## src/rtl/regfile_pkg.sv

```systemverilog
// regfile_pkg
// Shared definitions for the 8x16 register file and the command host that
// drives its access port.
//   REGFILE_ADDR_W / REGFILE_DATA_W : geometry of the register file
//   state_t                         : host FSM states (IDLE, WR, RD, CAP, RSP)
//   cmd_t                           : one host command (write flag, address, data)
package regfile_pkg;

    localparam int REGFILE_ADDR_W = 3;
    localparam int REGFILE_DATA_W = 16;

    typedef enum logic [2:0] {
        IDLE = 3'd0,
        WR   = 3'd1,
        RD   = 3'd2,
        CAP  = 3'd3,
        RSP  = 3'd4
    } state_t;

    typedef struct packed {
        logic                      write;
        logic [REGFILE_ADDR_W-1:0] addr;
        logic [REGFILE_DATA_W-1:0] wdata;
    } cmd_t;

endpackage

```

## src/rtl/regfile_host.sv

```systemverilog
// regfile_host
// Command-driven host for the register file. It takes one read or write
// command at a time, strobes the register file, and returns a response.
// Only one transaction is ever outstanding.
//
// Optional feature: define REGFILE_HOST_READBACK_EN to follow every write
// with a verify read of the same address. rsp_err then flags a readback
// that differs from the written data. Without it, rsp_err is tied to 0.
//
// Ports:
//   CLK, RST            clock; synchronous active-high reset
//   cmd_valid/cmd_ready command handshake (ready only while IDLE)
//   cmd_write/addr/wdata command payload
//   rsp_valid/rsp_ready response handshake
//   rsp_rdata, rsp_err  response payload, held stable while in RSP
//   WrEn, RdEn          register-file strobes (registered, never both high)
//   Address, WrData     register-file address and write data (registered)
//   RdData              register-file read data, valid the cycle after RdEn
module regfile_host
    import regfile_pkg::*;
#(
    parameter int DATA_W = REGFILE_DATA_W,
    parameter int ADDR_W = REGFILE_ADDR_W
) (
    input  logic              CLK,
    input  logic              RST,
    input  logic              cmd_valid,
    output logic              cmd_ready,
    input  logic              cmd_write,
    input  logic [ADDR_W-1:0] cmd_addr,
    input  logic [DATA_W-1:0] cmd_wdata,
    output logic              rsp_valid,
    input  logic              rsp_ready,
    output logic [DATA_W-1:0] rsp_rdata,
    output logic              rsp_err,
    output logic              WrEn,
    output logic              RdEn,
    output logic [ADDR_W-1:0] Address,
    output logic [DATA_W-1:0] WrData,
    input  logic [DATA_W-1:0] RdData
);

    state_t state;
    state_t state_nxt;
    logic   accept;

    // Next-state decode. A command is accepted only in IDLE. Reads go through
    // RD then CAP because the register file returns data one cycle after RdEn.
    always_comb begin
        state_nxt = state;
        cmd_ready = (state == IDLE);
        accept    = cmd_valid && (state == IDLE);
        case (state)
            IDLE: begin
                if (accept) begin
                    state_nxt = cmd_write ? WR : RD;
                end
            end
`ifdef REGFILE_HOST_READBACK_EN
            WR:      state_nxt = RD;
`else
            WR:      state_nxt = RSP;
`endif
            RD:      state_nxt = CAP;
            CAP:     state_nxt = RSP;
            RSP: begin
                if (rsp_ready) begin
                    state_nxt = IDLE;
                end
            end
            default: state_nxt = IDLE;
        endcase
    end

    // State register and strobe outputs. The strobes are computed from the
    // next state so they are registered yet coincide exactly with WR/RD.
    // RSP is likewise mirrored into rsp_valid.
    always_ff @(posedge CLK) begin
        if (RST) begin
            state     <= IDLE;
            WrEn      <= 1'b0;
            RdEn      <= 1'b0;
            rsp_valid <= 1'b0;
        end else begin
            state     <= state_nxt;
            WrEn      <= (state_nxt == WR);
            RdEn      <= (state_nxt == RD);
            rsp_valid <= (state_nxt == RSP);
        end
    end

    // The command latch is Address/WrData themselves. They are loaded on the
    // accept edge so they are already valid in the WR/RD cycle, and they hold
    // until the next accepted command.
    always_ff @(posedge CLK) begin
        if (RST) begin
            Address <= '0;
            WrData  <= '0;
        end else if (accept) begin
            Address <= cmd_addr;
            WrData  <= cmd_wdata;
        end
    end

    // Response data is cleared when a command is accepted, so a plain write
    // answers with zero. It is loaded only in CAP and holds through RSP.
    always_ff @(posedge CLK) begin
        if (RST) begin
            rsp_rdata <= '0;
        end else if (accept) begin
            rsp_rdata <= '0;
        end else if (state == CAP) begin
            rsp_rdata <= RdData;
        end
    end

`ifdef REGFILE_HOST_READBACK_EN
    logic wr_q;

    // Readback compare. CAP is reached after either a read or a verify read.
    // Only the verify read of a write compares the returned word with the
    // data just written (still held in WrData).
    always_ff @(posedge CLK) begin
        if (RST) begin
            wr_q    <= 1'b0;
            rsp_err <= 1'b0;
        end else if (accept) begin
            wr_q    <= cmd_write;
            rsp_err <= 1'b0;
        end else if (state == CAP) begin
            rsp_err <= wr_q && (RdData != WrData);
        end
    end
`else
    assign rsp_err = 1'b0;
`endif

endmodule

```

## config.mk

```make
export PLATFORM = sky130hd
export DESIGN_NAME = regfile_host
export DESIGN_NICKNAME = d
export VERILOG_FILES = /design/src/rtl/regfile_pkg.sv /design/src/rtl/regfile_host.sv
export SDC_FILE = /design/constraint.sdc
export NUM_CORES = 1
export LEC_CHECK = 0
export ABC_AREA = 1
export CELL_PAD_IN_SITES_DETAIL_PLACEMENT = 0
export CELL_PAD_IN_SITES_GLOBAL_PLACEMENT = 1
export CORE_ASPECT_RATIO = 1.4
export CORE_UTILIZATION = 23
export CTS_CLUSTER_SIZE = 14
export DETAILED_ROUTE_END_ITERATION = 10
export DONT_BUFFER_PORTS = 1
export PLACE_DENSITY = 0.59
export RECOVER_POWER = 25
export SYNTH_ARGS = -nofsm -noshare
export SYNTH_HDL_FRONTEND = slang
export SYNTH_SLANG_ARGS = --single-unit
export TNS_END_PERCENT = 20
```

## constraint.sdc

```tcl
create_clock -name CLK -period 2.1 [get_ports CLK]
set_input_delay 0.315 -clock CLK [delete_from_list [all_inputs] [get_ports CLK]]
set_output_delay 0.315 -clock CLK [all_outputs]
set_load 0.05 [all_outputs]
```

==> out/qor.yml <==
outcome: "completed"
cts_root_buf: "clkbuf_8"
crit_buf_inv: 2
reg2reg_from: "state[2]"
r2r_setup_slack_ps: 540
ctsHoldBuffers: 0
tritoncts: "done"
cts.clk_slew.worst_paths_ps: 80
slowest_delay_ps: 420
worstMarginPinSlew_ps: 605.0
synth-warning-count: 0
ir_drop_mv: 0.3835
synth_area_sq_mm: 0.001814
start_util_pct: 23.55
critPathLaunch: "state[1]"
power_mw: 2.051
synth-xor-area-share_pct: 0
ys_seq_elements: 41
synth_compound_area_share_pct: 5.517
post-route-min-period_ps: 1717
powerDensity_mw_per_mm2: 1014
synthFlopType: "dfxtp_1"
drc: 0
final_util_pct: 26.27
rr_worst_depth: 4
yosysSeqAreaShare_pct: 45.24
htreeDepth: 2
cap_violations: 0
die_width_um: 77.06
crit_top_cell: "buf_4"
clkLatencyLatePin_ps: 290
ys_types: 17
synthTopCellsByCount: "59 x inv_1, 57 x nand2_1, 41 x dfxtp_1"
rr_endpoint: "rsp_rdata[7]"
met1_usage_pct: 12.15
cp_slowest_cell: "dfxtp_1"
dp_hpwl_mm: 3.242
cp_num_cells: 3
maxSlewViolCount: 0
portBuffers: 0
detail_route.first_pass.iterations: 4
cts.sinks: 41
core_sq_mm: 0.007702
row_count: 38
synth_top_family_by_area: "simple AND/OR/NAND/NOR gates"
fin_nets: 297
yosysMostFrequentCell: "inv_1"
fmax_mhz: 582.3
routedWlPerCell_um: 12.92
postCtsSetupBuffers: 0
hold_viol: 0
vias: 1515
cp.arrival_ps: 1400
met2_usage_pct: 20.41
synthesis.nets: 302
yosysTopAreaCell: "dfxtp_1"
cp-end-kind: "output pin"
fp.dieH_um: 107.1
synth_top_area_share_pct: 45.24
drt_iter0_drc: 61
p_leak_nw: 0.9524
antenna_found_initial: 0
finalCritPeriodShare_pct: 81.78
cts_buffers: 5
path_cells: "buf_4 > nor3_1 > buf_4"
gp_congestion: 0.6465
rsz0062_at_grt: "false"
path_delay_family: "buffers and inverters"
clock-skew-final_ps: 5.577
slew_headroom_pct: 59.55
avgSynthCellArea_sq_um: 6.925
fin_tns_setup_ps: 0
wl_mm: 4.624
drive_gt1_share_pct: 6.589
cp-start-kind: "register"
gr-total-overflow: 0
ios: 80
synthAdderAreaFrac_pct: 0
met3_usage_pct: 3.745
synth.area.top_cells: "dfxtp_1 45%, nand4_1 13%, inv_1 12%"
ant_nets: 0
vias_per_cell: 4.232
diodes: 0
critPathKind: "reg2out"
track_usage_pct: 11.40
syn_to_final_growth_pct: 11.52
critPathCapture: "cmd_ready"
grt_most_used_layer: "met2"
synthCells: 262
holdWs_ps: 79.85
hp-class: "in2reg"
cp.required_ps: 1780
postSynth.asyncResetShare_pct: 0
yosys.area_share.simple_pct: 30.97
setup_violations: 0
synth_edf_count: 0
grt_max_degree: 23
grt_pass1_wl_mm: 7.245
cp_max_fo: 12
fp.dieArea_sq_mm: 0.008252
cts.path.max_buffers: 2
synthMuxAreaShare_pct: 0
grt_pass1_vias: 1451
cts_resized: 0
## worst register-to-register path: stages (launching register included)
cell and delay [ps]:
dfxtp_1 320, inv_2 280, nand3_1 540, nand2_1 200, a21oi_1 80
## final cells by class
class	instances	area, sq um
Clock buffer	5	68.82
Fill cell	861	5679
Tap cell	100	125.1
Sequential cell	41	820.8
Multi-Input combinational cell	142	665.6
Clock inverter	3	65.06
Inverter	60	225.2
Timing Repair Buffer	7	52.55
## flip-flops by register name (all words and copies together), names as in the netlist
signal / count
rsp_valid: 1
WrEn: 1
state: 3
RdEn: 1
Address: 3
rsp_rdata: 16
WrData: 16
## power breakdown
part           internal [mW]  switching, mW
Clock                  0.473          0.288
Sequential             0.829          0.204
Combinational         0.0851          0.172
## cells in the final DEF, fill, tap and decap left out, drive strengths merged, types with 2 or more instances in the layout
| master | instances |
|---|---|
| nor2 | 23 |
| nand4 | 37 |
| inv | 60 |
| dfxtp | 41 |
| buf | 7 |
| nand3 | 2 |
| a21oi | 20 |
| clkbuf | 5 |
| nand2 | 57 |
| bufinv | 2 |
## per-stage QoR
step           std cells  worst slack [ps]  cell area (sq um)
5_1_grt              358             285.0               2023
4_1_cts              358             349.5               2023
3_5_place_dp         350             512.0               1889
3_3_place_gp         350             538.5               1889
6_report             358             382.7               2023
2_1_floorplan        262             43.55               1814
## cell families after synthesis
group | count (synthesis)
AND/OR/NAND/NOR | 121
buffers and inverters | 79
flip-flops | 41
AO/OA/AOI/OAI | 20
other | 1
## layer usage
metal,part of all wire (%),vias to the layer above
met4,1.7,0
met3,6.6,5
met2,50,52
met1,41,662
met5,0,-
li1,-,796
## worst min-delay path by stage
| stage | startpoint | endpoint | slack (ps) | cells past startpoint |
|---|---|---|---|---|
| after detailed placement | RST | state[1] | 390 | 1 |
| after global placement | RST | state[1] | 390 | 1 |
| after CTS | RST | state[1] | 60 | 1 |
| after floorplan | RST | rsp_valid | 380 | 1 |
| final | RST | state[1] | 80 | 1 |
| after global routing | RST | state[1] | 60 | 1 |
Power figures use the tool's default switching activity.
